[src/rtl/simpconv_pkg.sv]
// Shared definitions for the layer ping-pong scheduler: FSM state encoding and
// default widths used by the scheduler and its bank router.
package simpconv_pkg;

    localparam int DEF_ADDR_WIDTH = 9;
    localparam int DEF_CNT_WIDTH  = 8;

    typedef enum logic {
        ST_IDLE = 1'b0,
        ST_RUN  = 1'b1
    } fsm_state_e;

endpackage

[src/rtl/pingpong_bank_mux.sv]
// Zero-latency port router for one feature bank: the producer wins, the consumer
// gets read-only access, and an unowned bank sees idle zeros.
module pingpong_bank_mux
    import simpconv_pkg::*;
#(
    parameter int ADDR_WIDTH = DEF_ADDR_WIDTH
) (
    input  logic                  prod_route,
    input  logic                  cons_route,
    input  logic [ADDR_WIDTH-1:0] prod_addr_a,
    input  logic [ADDR_WIDTH-1:0] prod_addr_b,
    input  logic                  prod_rden_a,
    input  logic                  prod_rden_b,
    input  logic                  prod_wren_a,
    input  logic                  prod_wren_b,
    input  logic [ADDR_WIDTH-1:0] cons_addr_a,
    input  logic [ADDR_WIDTH-1:0] cons_addr_b,
    input  logic                  cons_rden_a,
    input  logic                  cons_rden_b,
    output logic [ADDR_WIDTH-1:0] bank_addr_a,
    output logic [ADDR_WIDTH-1:0] bank_addr_b,
    output logic                  bank_rden_a,
    output logic                  bank_rden_b,
    output logic                  bank_wren_a,
    output logic                  bank_wren_b
);

    always_comb begin
        // NOTE: every output gets a default first so no path can infer a latch.
        bank_addr_a = '0;
        bank_addr_b = '0;
        bank_rden_a = 1'b0;
        bank_rden_b = 1'b0;
        bank_wren_a = 1'b0;
        bank_wren_b = 1'b0;
        if (prod_route) begin
            bank_addr_a = prod_addr_a;
            bank_addr_b = prod_addr_b;
            bank_rden_a = prod_rden_a;
            bank_rden_b = prod_rden_b;
            bank_wren_a = prod_wren_a;
            bank_wren_b = prod_wren_b;
        end else if (cons_route) begin
            bank_addr_a = cons_addr_a;
            bank_addr_b = cons_addr_b;
            bank_rden_a = cons_rden_a;
            bank_rden_b = cons_rden_b;
        end
    end

endmodule

[src/rtl/layer_pingpong_scheduler.sv]
// Double-buffered producer/consumer scheduler: two feature banks alternate between
// a producing layer and a consuming layer, tracked by per-bank full flags.
module layer_pingpong_scheduler
    import simpconv_pkg::*;
#(
    parameter int ADDR_WIDTH = DEF_ADDR_WIDTH,
    parameter int CNT_WIDTH  = DEF_CNT_WIDTH
) (
    input  logic                  clock,
    input  logic                  reset,
    input  logic                  enable,
    input  logic                  prod_done,
    input  logic                  cons_done,
    output logic                  prod_enable,
    output logic                  prod_reset,
    output logic                  cons_enable,
    output logic                  cons_reset,
    input  logic [ADDR_WIDTH-1:0] prod_addr_a,
    input  logic [ADDR_WIDTH-1:0] prod_addr_b,
    input  logic                  prod_rden_a,
    input  logic                  prod_rden_b,
    input  logic                  prod_wren_a,
    input  logic                  prod_wren_b,
    input  logic [ADDR_WIDTH-1:0] cons_addr_a,
    input  logic [ADDR_WIDTH-1:0] cons_addr_b,
    input  logic                  cons_rden_a,
    input  logic                  cons_rden_b,
    output logic [ADDR_WIDTH-1:0] bank0_addr_a,
    output logic [ADDR_WIDTH-1:0] bank0_addr_b,
    output logic                  bank0_rden_a,
    output logic                  bank0_rden_b,
    output logic                  bank0_wren_a,
    output logic                  bank0_wren_b,
    output logic [ADDR_WIDTH-1:0] bank1_addr_a,
    output logic [ADDR_WIDTH-1:0] bank1_addr_b,
    output logic                  bank1_rden_a,
    output logic                  bank1_rden_b,
    output logic                  bank1_wren_a,
    output logic                  bank1_wren_b,
    output logic                  prod_bank_sel,
    output logic                  cons_bank_sel,
    output logic [CNT_WIDTH-1:0]  frame_count,
    output logic                  busy
);

    fsm_state_e           prod_state, prod_state_next;
    fsm_state_e           cons_state, cons_state_next;
    logic [1:0]           full, full_next;
    logic                 prod_bank_sel_next, cons_bank_sel_next;
    logic [CNT_WIDTH-1:0] frame_count_next;
    logic                 prod_fire, cons_fire;
    logic [1:0]           prod_route, cons_route;

    always_ff @(posedge clock) begin
        // NOTE: state registers use non-blocking assignments so every flop samples pre-edge values.
        if (reset) begin
            prod_state    <= ST_IDLE;
            cons_state    <= ST_IDLE;
            full          <= 2'b00;
            prod_bank_sel <= 1'b0;
            cons_bank_sel <= 1'b0;
            frame_count   <= '0;
        end else begin
            prod_state    <= prod_state_next;
            cons_state    <= cons_state_next;
            full          <= full_next;
            prod_bank_sel <= prod_bank_sel_next;
            cons_bank_sel <= cons_bank_sel_next;
            frame_count   <= frame_count_next;
        end
    end

    // Done pulses only count while the matching side is actually running a frame.
    assign prod_fire = (prod_state == ST_RUN) && prod_done;
    assign cons_fire = (cons_state == ST_RUN) && cons_done;

    always_comb begin
        prod_state_next    = prod_state;
        cons_state_next    = cons_state;
        full_next          = full;
        prod_bank_sel_next = prod_bank_sel;
        cons_bank_sel_next = cons_bank_sel;
        frame_count_next   = frame_count;

        case (prod_state)
            ST_IDLE: if (enable && !full[prod_bank_sel]) prod_state_next = ST_RUN;
            ST_RUN:  if (prod_done) prod_state_next = ST_IDLE;
            default: prod_state_next = ST_IDLE;
        endcase

        case (cons_state)
            ST_IDLE: if (full[cons_bank_sel]) cons_state_next = ST_RUN;
            ST_RUN:  if (cons_done) cons_state_next = ST_IDLE;
            default: cons_state_next = ST_IDLE;
        endcase

        // The two sides always own different banks, so both flag updates can land together.
        if (prod_fire) begin
            full_next[prod_bank_sel] = 1'b1;
            prod_bank_sel_next       = ~prod_bank_sel;
        end
        if (cons_fire) begin
            full_next[cons_bank_sel] = 1'b0;
            cons_bank_sel_next       = ~cons_bank_sel;
            frame_count_next         = frame_count + 1'b1;
        end
    end

    always_comb begin
        prod_enable   = (prod_state == ST_RUN);
        prod_reset    = (prod_state != ST_RUN);
        cons_enable   = (cons_state == ST_RUN);
        cons_reset    = (cons_state != ST_RUN);
        busy          = prod_enable || cons_enable || (|full);
        prod_route[0] = prod_enable && !prod_bank_sel;
        prod_route[1] = prod_enable &&  prod_bank_sel;
        cons_route[0] = cons_enable && !cons_bank_sel;
        cons_route[1] = cons_enable &&  cons_bank_sel;
    end

    pingpong_bank_mux #(.ADDR_WIDTH(ADDR_WIDTH)) u_bank0_mux (
        .prod_route  (prod_route[0]),
        .cons_route  (cons_route[0]),
        .prod_addr_a (prod_addr_a),
        .prod_addr_b (prod_addr_b),
        .prod_rden_a (prod_rden_a),
        .prod_rden_b (prod_rden_b),
        .prod_wren_a (prod_wren_a),
        .prod_wren_b (prod_wren_b),
        .cons_addr_a (cons_addr_a),
        .cons_addr_b (cons_addr_b),
        .cons_rden_a (cons_rden_a),
        .cons_rden_b (cons_rden_b),
        .bank_addr_a (bank0_addr_a),
        .bank_addr_b (bank0_addr_b),
        .bank_rden_a (bank0_rden_a),
        .bank_rden_b (bank0_rden_b),
        .bank_wren_a (bank0_wren_a),
        .bank_wren_b (bank0_wren_b)
    );

    pingpong_bank_mux #(.ADDR_WIDTH(ADDR_WIDTH)) u_bank1_mux (
        .prod_route  (prod_route[1]),
        .cons_route  (cons_route[1]),
        .prod_addr_a (prod_addr_a),
        .prod_addr_b (prod_addr_b),
        .prod_rden_a (prod_rden_a),
        .prod_rden_b (prod_rden_b),
        .prod_wren_a (prod_wren_a),
        .prod_wren_b (prod_wren_b),
        .cons_addr_a (cons_addr_a),
        .cons_addr_b (cons_addr_b),
        .cons_rden_a (cons_rden_a),
        .cons_rden_b (cons_rden_b),
        .bank_addr_a (bank1_addr_a),
        .bank_addr_b (bank1_addr_b),
        .bank_rden_a (bank1_rden_a),
        .bank_rden_b (bank1_rden_b),
        .bank_wren_a (bank1_wren_a),
        .bank_wren_b (bank1_wren_b)
    );

endmodule

[config.mk]
export PLATFORM = sky130hd
export DESIGN_NAME = layer_pingpong_scheduler
export DESIGN_NICKNAME = d
export VERILOG_FILES = /design/src/rtl/simpconv_pkg.sv /design/src/rtl/pingpong_bank_mux.sv /design/src/rtl/layer_pingpong_scheduler.sv
export SDC_FILE = /design/constraint.sdc
export NUM_CORES = 1
export LEC_CHECK = 0
export CAP_MARGIN = 20
export CELL_PAD_IN_SITES_DETAIL_PLACEMENT = 1
export CELL_PAD_IN_SITES_GLOBAL_PLACEMENT = 2
export CORE_UTILIZATION = 15
export CTS_CLUSTER_DIAMETER = 80
export DETAILED_ROUTE_END_ITERATION = 7
export PLACE_DENSITY_LB_ADDON = 0.1
export SETUP_SLACK_MARGIN = 0.3
export SYNTH_ARGS = -nofsm -noshare
export SYNTH_HDL_FRONTEND = slang
export SYNTH_HIERARCHICAL = 1
export SYNTH_SLANG_ARGS = --single-unit
[constraint.sdc]
create_clock -name clock -period 2.42 [get_ports clock]
set_clock_uncertainty 0.1 [all_clocks]
set_input_delay 0.242 -clock clock [delete_from_list [all_inputs] [get_ports clock]]
set_output_delay 0.242 -clock clock [all_outputs]
set_load 0.01 [all_outputs]
**After elaboration in Yosys (flattened, before gate mapping)**

Cells that the tools add are included.
Widths: inputs -> output; s select.

- $add $sub $neg: 1
- $lt $le $gt $ge: 4
- Muxes and demuxes: 36
- Bitwise gates (word level): 7
- Reduce and logical (&&, ||, !) cells: 15

Operators with widths:

| operator | number |
|---|---|
| $mux 9 | 8 |
| $mux 1 | 22 |
| $logic_and 1x1->1 | 9 |
| $add 8x1->8 const B | 1 |
| $lt 1x2->1 const B | 2 |
| $mux 2 | 2 |
| $not 1->1 | 4 |
| $pmux 1 s2 | 2 |
| $logic_not 1->1 | 3 |
| $and 2x2->2 | 1 |
| $demux 1 s1 | 2 |
| $ge 1x1->1 const B | 2 |
| $logic_or 1x1->1 | 2 |
| $not 2->2 | 1 |
| $or 2x2->2 | 1 |
| $reduce_or 2->1 | 1 |

- Flip-flop bits (word level): 14
- Input port bits: 47
- Output and inout port bits: 59
- Logic and storage cells: 69

**Logic depth before layout (Yosys ltp)**

- Depth in word-level cells: 8
- Depth in mapped cells: 7
- Depth with buffers taken out: 4

**Modules after synthesis**

The synthesis kept the hierarchy.

Modules (own cells, without submodules):

| module | times used | cells each | area an instance (sq um) | sequential area each (sq um) |
|---|---|---|---|---|
| layer_pingpong_scheduler | 1 | 70 | 608.1 | 280.3 |
| pingpong_bank_mux | 2 | 32 | 252.7 | 0.0 |

**Least setup slack after synthesis**

Ideal clock, no wire load.

- Path type: flip-flop to output port
- Start point: register cons_state (netlist: cons_enable)
- End point: output port bank0_addr_a[0]
- Arrival time: 1.382 ns
- Data required time: 2.078 ns
- Path slack: 0.696 ns
- Stages on the path, launching flop included: 7
- Path buffers: 2
- Cell sequence: dfxtp_1 -> inv_1 -> nor2_1 -> nor2b_4 -> buf_6 -> buf_6 -> a22o_1

- Word-level cells in the longest chain between the ends: 3

Ends and longest elaborated chain:

| item | line | source |
|---|---|---|
| from (decl) | layer_pingpong_scheduler.sv:47 | `fsm_state_e cons_state, cons_state_next;` |
| from (signal assigned) | layer_pingpong_scheduler.sv:65 | `cons_state <= cons_state_next;` |
| $logic_and 1x1->1 | layer_pingpong_scheduler.sv:117 | `cons_route[0] = cons_enable && !cons_bank_sel;` |
| net cons_route[0] | layer_pingpong_scheduler.sv:52 | `logic [1:0] prod_route, cons_route;` |
| $mux 9 | pingpong_bank_mux.sv:43 | `end else if (cons_route) begin` |
| $mux 9 | pingpong_bank_mux.sv:36 | `if (prod_route) begin` |
| to (decl) | layer_pingpong_scheduler.sv:28 | `output logic [ADDR_WIDTH-1:0] bank0_addr_a,` |

The timed path passes the listed nets, and every way through them passes these cells.

**Worst setup path in the final report**

- Start point: register prod_bank_sel
- End point: output port bank1_addr_a[5]

- Word-level cells in the longest chain between the ends: 2

Ends and longest elaborated chain:

| item | line | source |
|---|---|---|
| from (decl) | layer_pingpong_scheduler.sv:40 | `output logic prod_bank_sel,` |
| from (signal assigned) | layer_pingpong_scheduler.sv:67 | `prod_bank_sel <= prod_bank_sel_next;` |
| $logic_and 1x1->1 | layer_pingpong_scheduler.sv:116 | `prod_route[1] = prod_enable && prod_bank_sel;` |
| net prod_route[1] | layer_pingpong_scheduler.sv:52 |  |
| $mux 9 | pingpong_bank_mux.sv:36 |  |
| to (decl) | layer_pingpong_scheduler.sv:34 | `output logic [ADDR_WIDTH-1:0] bank1_addr_a,` |

The timed path passes the listed nets, and every way through them passes these cells.

==> results.json <==
{
  "finalSetupViolCount": 0,
  "cts-root-buf": "clkbuf_8",
  "fmax_mhz": 482,
  "cts_inserted_buffers": 3,
  "yosysMostFrequentCell": "a22o_1",
  "synth.top_cell.area_share_pct": 28.3,
  "timing.final.ws_setup_ns": 0.345,
  "ir_worst_vdd_mv": 0.222,
  "die_h_um": 88.2,
  "antenna_found_initial": 0,
  "nets": 297,
  "dr.pass1.iters": 4,
  "worst-path-max-fanout": 5,
  "wl_per_cell_um": 15.1,
  "die_area_sq_mm": 0.00777,
  "dpl.hpwl_um": 4130,
  "drv_cap": 0,
  "routed_via_density": 4.31,
  "hold_class": "reg -> reg",
  "cp-end-kind": "output port",
  "max_slew_margin_pct": 62.6,
  "ys.flop_type": "dfxtp_1",
  "synthDistinctLibCells": 28,
  "ys_ff_latch": 14,
  "min_period_over_period_pct": 85.7,
  "setup_tns_ns": 0,
  "final_max_slew_viol_count": 0,
  "drc_errors": 0,
  "pre_cts_ws_ns": 0.232,
  "synth_fp_nets": 182,
  "cts_sinks": 14,
  "ys_seq_area_share_pct": 25.2,
  "vias": 1497,
  "clk_path_buf_depth": 2,
  "grt_start_max_net_pins": 17,
  "synth_top_area_cell": "a22o_1",
  "core_region_area_sq_mm": 0.00721,
  "power_density_mw_per_mm2": 325,
  "htreeDepth": 1,
  "start_kind": "flop",
  "crit_type": "reg -> out",
  "overflow": 0,
  "ys_warn_count": 6,
  "fin_crit_ns": 2.07,
  "required_ns": 2.08,
  "cts.clk_slew.worst_paths_ns": 0.06,
  "grtUsageMet1_pct": 16.7,
  "use_met3_pct": 2.64,
  "multi_input_area_sq_um": 738,
  "drive_above_1_share_pct": 13.3,
  "arrival_ns": 1.73,
  "area_growth_pct": 116,
  "status": "completed",
  "fp-row-count": 31,
  "p_leak_nw": 1.09,
  "grt_busiest_layer": "met2",
  "grt_pass1_vias": 1488,
  "wl_um": 5220,
  "seq_area_sq_um": 289,
  "numPortBuffers": 105,
  "grt_use_met2_pct": 22.5,
  "synth.area.top_cells": "a22o_1 (28%), dfxtp_1 (25%), buf_6 (6.1%)",
  "cts_tree": "done",
  "synth-edff-count": 0,
  "final_antenna_net_count": 0,
  "syn_area_per_cell_sq_um": 8.31,
  "fillerInstances": 886,
  "yosys-top-cells-count": "a22o_1 (36), dfxtp_1 (14), nand2_1 (12)",
  "syn_area_sq_mm": 0.00111,
  "start_util_pct": 15.4,
  "hold_violations": 0,
  "fp.dieW_um": 88.2,
  "drt-initial-drc-count": 37,
  "grt_pass1_wl_um": 7760,
  "netlist_instances": 134,
  "synthArstFlopShare_pct": 0,
  "clk_latency_ns": 0.25,
  "rsz0062_at_grt": "true",
  "io_pins": 106,
  "track_usage_pct": 13.0,
  "antenna_cells": 0,
  "worst_slew_pin_slew_ns": 0.559,
  "gp_congestion": 0.693
}
-- cells by family after synthesis --
logic type      after synthesis  share of synthesized area, %
simple gates                 40                          20.1
buf+inv                      16                          9.89
compound gates               57                          38.8
mux                           2                          1.80
flops                        14                          25.2
xor+xnor                      4                          3.15
fa+ha+maj                     1                          1.12
-- state kept, by name, indices dropped and copies added, names as in the netlist --
signal	cells
frame_count	8
cons_bank_sel	1
cons_enable	1
prod_bank_sel	1
prod_enable	1
full	2
-- cell usage in the layout (no fill, tap or decap), types with 2 or more instances in the layout --
master           netlist  final
clkdlybuf4s50_1        0     64
a22o_1                36     36
dlygate4sd2_1          0     31
nand2_1               12     12
dfxtp_1               14     11
buf_4                  0     10
o21ai_0                8      8
a21oi_1                8      8
nor2_1                 7      5
dlymetal6s2s_1         0      5
nand3_1                4      4
or3_1                  4      4
clkbuf_8               0      4
clkdlybuf4s15_1        0      4
and2_1                 4      4
inv_1                  5      3
buf_6                  6      3
inv_2                  0      2
nor2_4                 0      2
a31oi_1                2      2
xnor2_1                2      2
xor2_1                 2      2
nand2b_1               2      2
mux2i_1                2      2
dfxtp_4                0      2
nor2b_4                2      2
buf_8                  0      2
-- routing by layer --
layer	wire (um)	vias to the layer above
met3	313	2
met1	2320	707
met4	27	0
met5	0	-
li1	-	736
met2	2560	52
-- timing repair --
action	CTS	global route
hold buffers	0	0
pin swaps	1	1
setup buffers	5	1
gates resized for setup	48	15
endpoints found under the setup margin	45	14
-- cell type report --
cell class	instances	share of cell area, %
repair buffers	121	49.0
flip-flops and latches	14	12.0
well taps	99	5.15
clock buffers	4	2.29
multi-input cells	104	30.7
inverters	5	0.781
-- critical path, stage by stage, from the launching register on --
cell and delay (ns):
dfxtp_4 0.39, inv_2 0.07, nor2_4 0.18, nor2b_4 0.06, buf_4 0.15, a22o_1 0.17, clkdlybuf4s50_1 0.47
-- worst paths after layout --
path | start | to | slack [ns] | cells after the start
max | prod_bank_sel$_SDFFE_PP0N_ | bank1_addr_a[5] | 0.35 | 6
min | frame_count[7]$_SDFFE_PP0P_ | frame_count[7]$_SDFFE_PP0P_ | 0.38 | 2
max reg2reg | frame_count[0]$_SDFFE_PP0P_ | frame_count[6]$_SDFFE_PP0P_ | 0.98 | 4
min reg2reg | frame_count[7]$_SDFFE_PP0P_ | frame_count[7]$_SDFFE_PP0P_ | 0.38 | 2
-- power by group --
part	switching, mW	leakage [nW]	internal (mW)
Clock	0.0866	0.0288	0.144
Combinational	0.125	0.950	0.180
Sequential	0.00901	0.115	0.238
-- stage by stage --
stage | utilization (%) | power (mW) | hold slack [ns] | instances | area [sq um]
final | 33.3 | 0.782 | 0.383 | 347 | 2400
after detailed placement | 31.7 | 0.568 | 0.376 | 337 | 2290
after global placement | 31.7 | 0.571 | 0.367 | 337 | 2290
after global routing | 33.3 | 0.833 | 0.413 | 347 | 2400
after floorplan | - | 0.361 | 0.211 | 134 | 1110
after CTS | 32.9 | 0.798 | 0.388 | 346 | 2370
Note: power is estimated with default switching activity, not from simulation.
==> RTL change 1 (config.mk and constraints unchanged) <==
Make the reset (`reset`) asynchronous in one clocked block.
--- a/src/rtl/layer_pingpong_scheduler.sv
+++ b/src/rtl/layer_pingpong_scheduler.sv
@@ -52,5 +52,5 @@
     logic [1:0]           prod_route, cons_route;
 
-    always_ff @(posedge clock) begin
+    always_ff @(posedge clock or posedge reset) begin
         // NOTE: state registers use non-blocking assignments so every flop samples pre-edge values.
         if (reset) begin
Behaviour: differs if reset is asserted again (counterexample within 4 cycles, from zero or initial values and one cycle with reset high); with reset held inactive, the same outputs for 10 cycles.
==> RTL change 1 against the original RTL <==
  * Via count down 6.3%
  * Wire length down 5.0%
  * Sequential cell count unchanged
  * Non-clock buffer count down 5
  * Design area up 1.6%
  * Largest cell class unchanged
  * Synthesized area up 1.2%
  * Worst setup slack worse by 40 ps
  * Critical path type unchanged
  * Hold slack worse by 130 ps
Power is left out: it rests on default switching activity, and per cell area and clock period it moved more than threefold.
==> RTL change 1: results (changes against the original RTL) <==
* Setup Buffers After CTS at 1 (-4)
* Filler cells at 844 (-4.7%)
* Final Wtd Congestion at 0.709 (+2.3%)
* Drt wl/cell at 15.2 um (+0.86%)
* Via/cell ratio at 4.29 (-0.62%)
* Reg-to-Reg End: frame_count[1]$_DFFE_PP0P_
* Met2 routed WL at 2410 um (-5.9%)
* Tot GR Track Use at 11.8% (-1.2 points)
* Layout net count at 277 (-6.7%)
* Initial DRC Count at 38 (+2.7%)
* M1 wire length at 2180 um (-6.2%)
* Status: complete, no violations
* WL met3 at 309 um (-1.3%)
* Met3 usage at 2.05% (-0.59 points)
* Cells after Synth at 118 (-12%)
* Mapped Nets at 166 (-8.8%)
* Pre-CTS WS at 125 ps (-108 ps)
* Dpl cell area at 2270 sq um (-0.66%)
* Adder-cell share of the synthesized area at 1.11% (-0.014 points)
* Largest net degree at the start of global routing at 25 (+8)
* Total wire length at 4970 um (-5.0%)
* Distinct cell type count after synthesis at 25 (-11%)
* Post-synthesis compound-gate area fraction at 32.7% (-6.0 points)
* Post-DP HPWL at 3950 um (-4.2%)
* First-pass GRT wire length at 7220 um (-7.0%)
* Hold crit path type: in2async
* Normalized max-slew margin at 61.9% (-0.67 points)
* Maximum fanout along the worst path at 18 (+13)
* Worst setup startpoint: cons_bank_sel$_DFFE_PP0P_
* Routing usage on met1 at 15.4% (-1.3 points)
* Reg2reg setup slack at 1120 ps (+140 ps)
* Post-synth top cells: a22o_1, dfrtp_1, nand2_1
* Resized cells post-CTS at 28 (-42%)
* Mux cell area share after synthesis at 2.77% (+0.98 points)
[RTL change 1: cell types whose count changed after synthesis, moves of 3 or more]
cell,delta
a21oi_1,-8
dfrtp_1,+14
dfxtp_1,-14
nand3_1,-3
nor2_1,-3
o21ai_0,-3
or3_1,-4
xnor2_1,+5
[RTL change 1: layout make-up]
| cell class | instances | share of cell area (%) |
|---|---|---|
| inverter | 3 | 0.564 |
| clock buffer | 4 | 2.25 |
| multi-input combinational | 91 | 28.6 |
| tap | 99 | 5.07 |
| timing repair buffer | 116 | 49.1 |
| sequential | 14 | 14.4 |
[RTL change 1: worst max path at each step]
stage | depth (start not counted) | slack, ps | to
floorplan | 6 | 770 | bank0_addr_a[0]
global placement | 5 | 200 | bank0_addr_a[4]
detailed placement | 5 | 120 | bank0_addr_b[3]
CTS | 5 | 150 | bank0_addr_b[3]
global route | 5 | 210 | bank0_rden_a
finish | 5 | 300 | bank0_rden_a
==> RTL change 2 (same settings) <==
Made on the original files. Set the package constant `DEF_CNT_WIDTH` to 12 (it was 8).
--- a/src/rtl/simpconv_pkg.sv
+++ b/src/rtl/simpconv_pkg.sv
@@ -4,5 +4,5 @@
 
     localparam int DEF_ADDR_WIDTH = 9;
-    localparam int DEF_CNT_WIDTH  = 8;
+    localparam int DEF_CNT_WIDTH  = 12;
 
     typedef enum logic {
Interface: changed (resized frame_count); port bits go from 106 to 110. No check against the original RTL was run, so the function may have changed too.
==> RTL change 2 against the original RTL <==
  * Power up 9.1%
  * Worst setup slack better by 22 ps
  * Sequential cell count grew 4
  * Design area up 19%
  * Synthesized area increased by 21%
  * Critical path type unchanged
  * Critical endpoint is now bank1_addr_a[0]
  * Register-to-register slack lost 280 ps
  * Sequential power increased by 26%
  * Critical path depth down 1
  * Wire length up 12%
==> RTL change 2: results (changes against the original RTL) <==
* CP max stage delay at 520 ps (+50 ps)
* Worst-skew pair later-pin latency at 250 ps (about the same)
* Mapped Nets at 208 (+14%)
* Data arrival, critical path at 1710 ps (-20 ps)
* Share of layout cells above drive strength 1 at 15.3% (+2.0 points)
* Critical path's top delay family: buffers and inverters
* Via count at 1763 (+18%)
* Largest net degree at the start of global routing at 21 (+4)
* Tot GR Track Use at 11.7% (-1.3 points)
* Max H-tree Level at 1 (unchanged)
* Total wire length at 5870 um (+12%)
* Worst-path clk slew at approximately 70 ps
* Largest cells by area after synthesis: dfxtp_1, a22o_1, buf_6, a21oi_1, nand2_1
* Met2 Use GR at 19.0% (-3.5 points)
* Status: complete, no violations
* Clock Root Buffer: clkbuf_8
* Post-synth top cells: a22o_1, dfxtp_1, nand2_1
* FFs w/ async S/R, synth at 0% (unchanged)
* Highest-delay cell along the critical path: clkdlybuf4s50_1
* Hold crit path type: reg2reg
* Primary FF master, synth: dfxtp_1
* Routing usage on met1 at 16.3% (-0.43 points)
* Maximum fanout along the worst path at 12 (+7)
* Reg2reg setup slack at 700 ps (-280 ps)
* First-pass GRT wire length at 9050 um (+17%)
* CTS max path bufs at 2 (unchanged)
* TritonCTS buffer count at 3 (unchanged)
* Normalized max-slew margin at 68.8% (+6.2 points)
* Post-DP HPWL at 4370 um (+5.9%)
* Initial antenna violation count at 0 (unchanged)
* Internal power at 0.615 mW (+9.6%)
* Top flop regs: frame_count x12, full x2
* Cell total after placement at 375 (+11%)
* Max VDD drop at 0.178 mV (-20%)
* Synth Warn # at 6 (unchanged)
* Pre-antenna DRT Iters at 6 (+2)
* Initial DRC Count at 48 (+30%)
* Sequential cell area fraction in the yosys report at 26.7% (+1.5 points)
* Layout net count at 331 (+11%)
* Antenna diodes at 0 (unchanged)
* Final Wtd Congestion at 0.713 (+2.9%)
* Dpl cell area at 2570 sq um (+12%)
* Met3 usage at 2.46% (-0.18 points)
* Syn_area_per_cell at 8.44 sq um (+1.5%)
* Non-Filler Instances at 389 (+12%)
* LEAKAGE at 1.63 nW (+49%)
* Port Buffers at 109 (+3.8%)
* Number of global-route vias before repair at 1749 (+18%)
* Distinct cell type count after synthesis at 33 (+18%)
## RTL change 2: cell count changes in the layout (fill, tap and decap cells not counted), sizes merged, moves of 3 or more
cell	delta
clkdlybuf4s50	+6
dfxtp	+4
o31ai	+3
dlygate4sd2	-28
dlymetal6s2s	+31
or4	+3
clkdlybuf4s15	-4
buf	+5
nor2	+3
## RTL change 2: worst paths after layout
path                                 from                      endpoint  cells past startpoint
max            cons_bank_sel$_SDFFE_PP0P_               bank1_addr_a[0]                      5
min          frame_count[10]$_SDFFE_PP0P_  frame_count[10]$_SDFFE_PP0P_                      2
max reg2reg        cons_enable$_SDFF_PP0_  frame_count[11]$_SDFFE_PP0P_                      4
min reg2reg  frame_count[10]$_SDFFE_PP0P_  frame_count[10]$_SDFFE_PP0P_                      2
## RTL change 2: cells by family after synthesis
logic type	share of synthesized area (%)
muxes	3.15
AOI/OAI and AO/OA	33.5
buffers and inverters	9.27
DFF	26.7
adders and majority gates	0.927
and+or+nand+nor	23.9
xor gates and xnor gates	2.60
## RTL change 2: layer usage
| layer | share of wire, % | vias to the layer above |
|---|---|---|
| li1 | - | 856 |
| met1 | 51 | 831 |
| met2 | 44 | 74 |
| met3 | 5.3 | 2 |
| met4 | 0.20 | 0 |
| met5 | 0 | - |
## RTL change 2: metrics by stage
| stage | hold slack (ps) | power, mW | setup slack [ps] |
|---|---|---|---|
| 2_1_floorplan | 258 | 0.433 | 758 |
| 3_3_place_gp | 397 | 0.644 | 336 |
| 3_5_place_dp | 402 | 0.641 | 301 |
| 4_1_cts | 411 | 0.861 | 158 |
| 5_1_grt | 457 | 0.898 | 278 |
| 6_report | 404 | 0.854 | 367 |
## RTL change 2: cell type report
class                   count  area [sq um]
multi-input cells         123           890
repair buffers            131          1410
fillers                   993          5860
inverters                   6          22.5
well taps                 108           135
flip-flops and latches     18           364
clock buffers               3          41.3
## RTL change 2: power by group through the flow
stage,sequential [mW],combinational (mW),clock [mW]
2_1_floorplan,0.320,0.113,0
3_3_place_gp,0.315,0.329,0
3_5_place_dp,0.315,0.326,0
4_1_cts,0.308,0.332,0.221
5_1_grt,0.311,0.359,0.229
6_report,0.310,0.335,0.208
## RTL change 2: timing repair
action	CTS	global route
cloned	0	1
gates resized for setup	11	47
endpoints found under the hold margin	0	0
setup endpoints to repair	44	42
pin swaps	1	1
buffers inserted	1	9
## RTL change 2: worst register-to-register path: cells and delay by family (launching register included)
family | cells | cell delay, ps
AND/OR/NAND/NOR | 2 | 620
multiplexers | 1 | 370
buffers and inverters | 1 | 170
flip-flops | 1 | 350
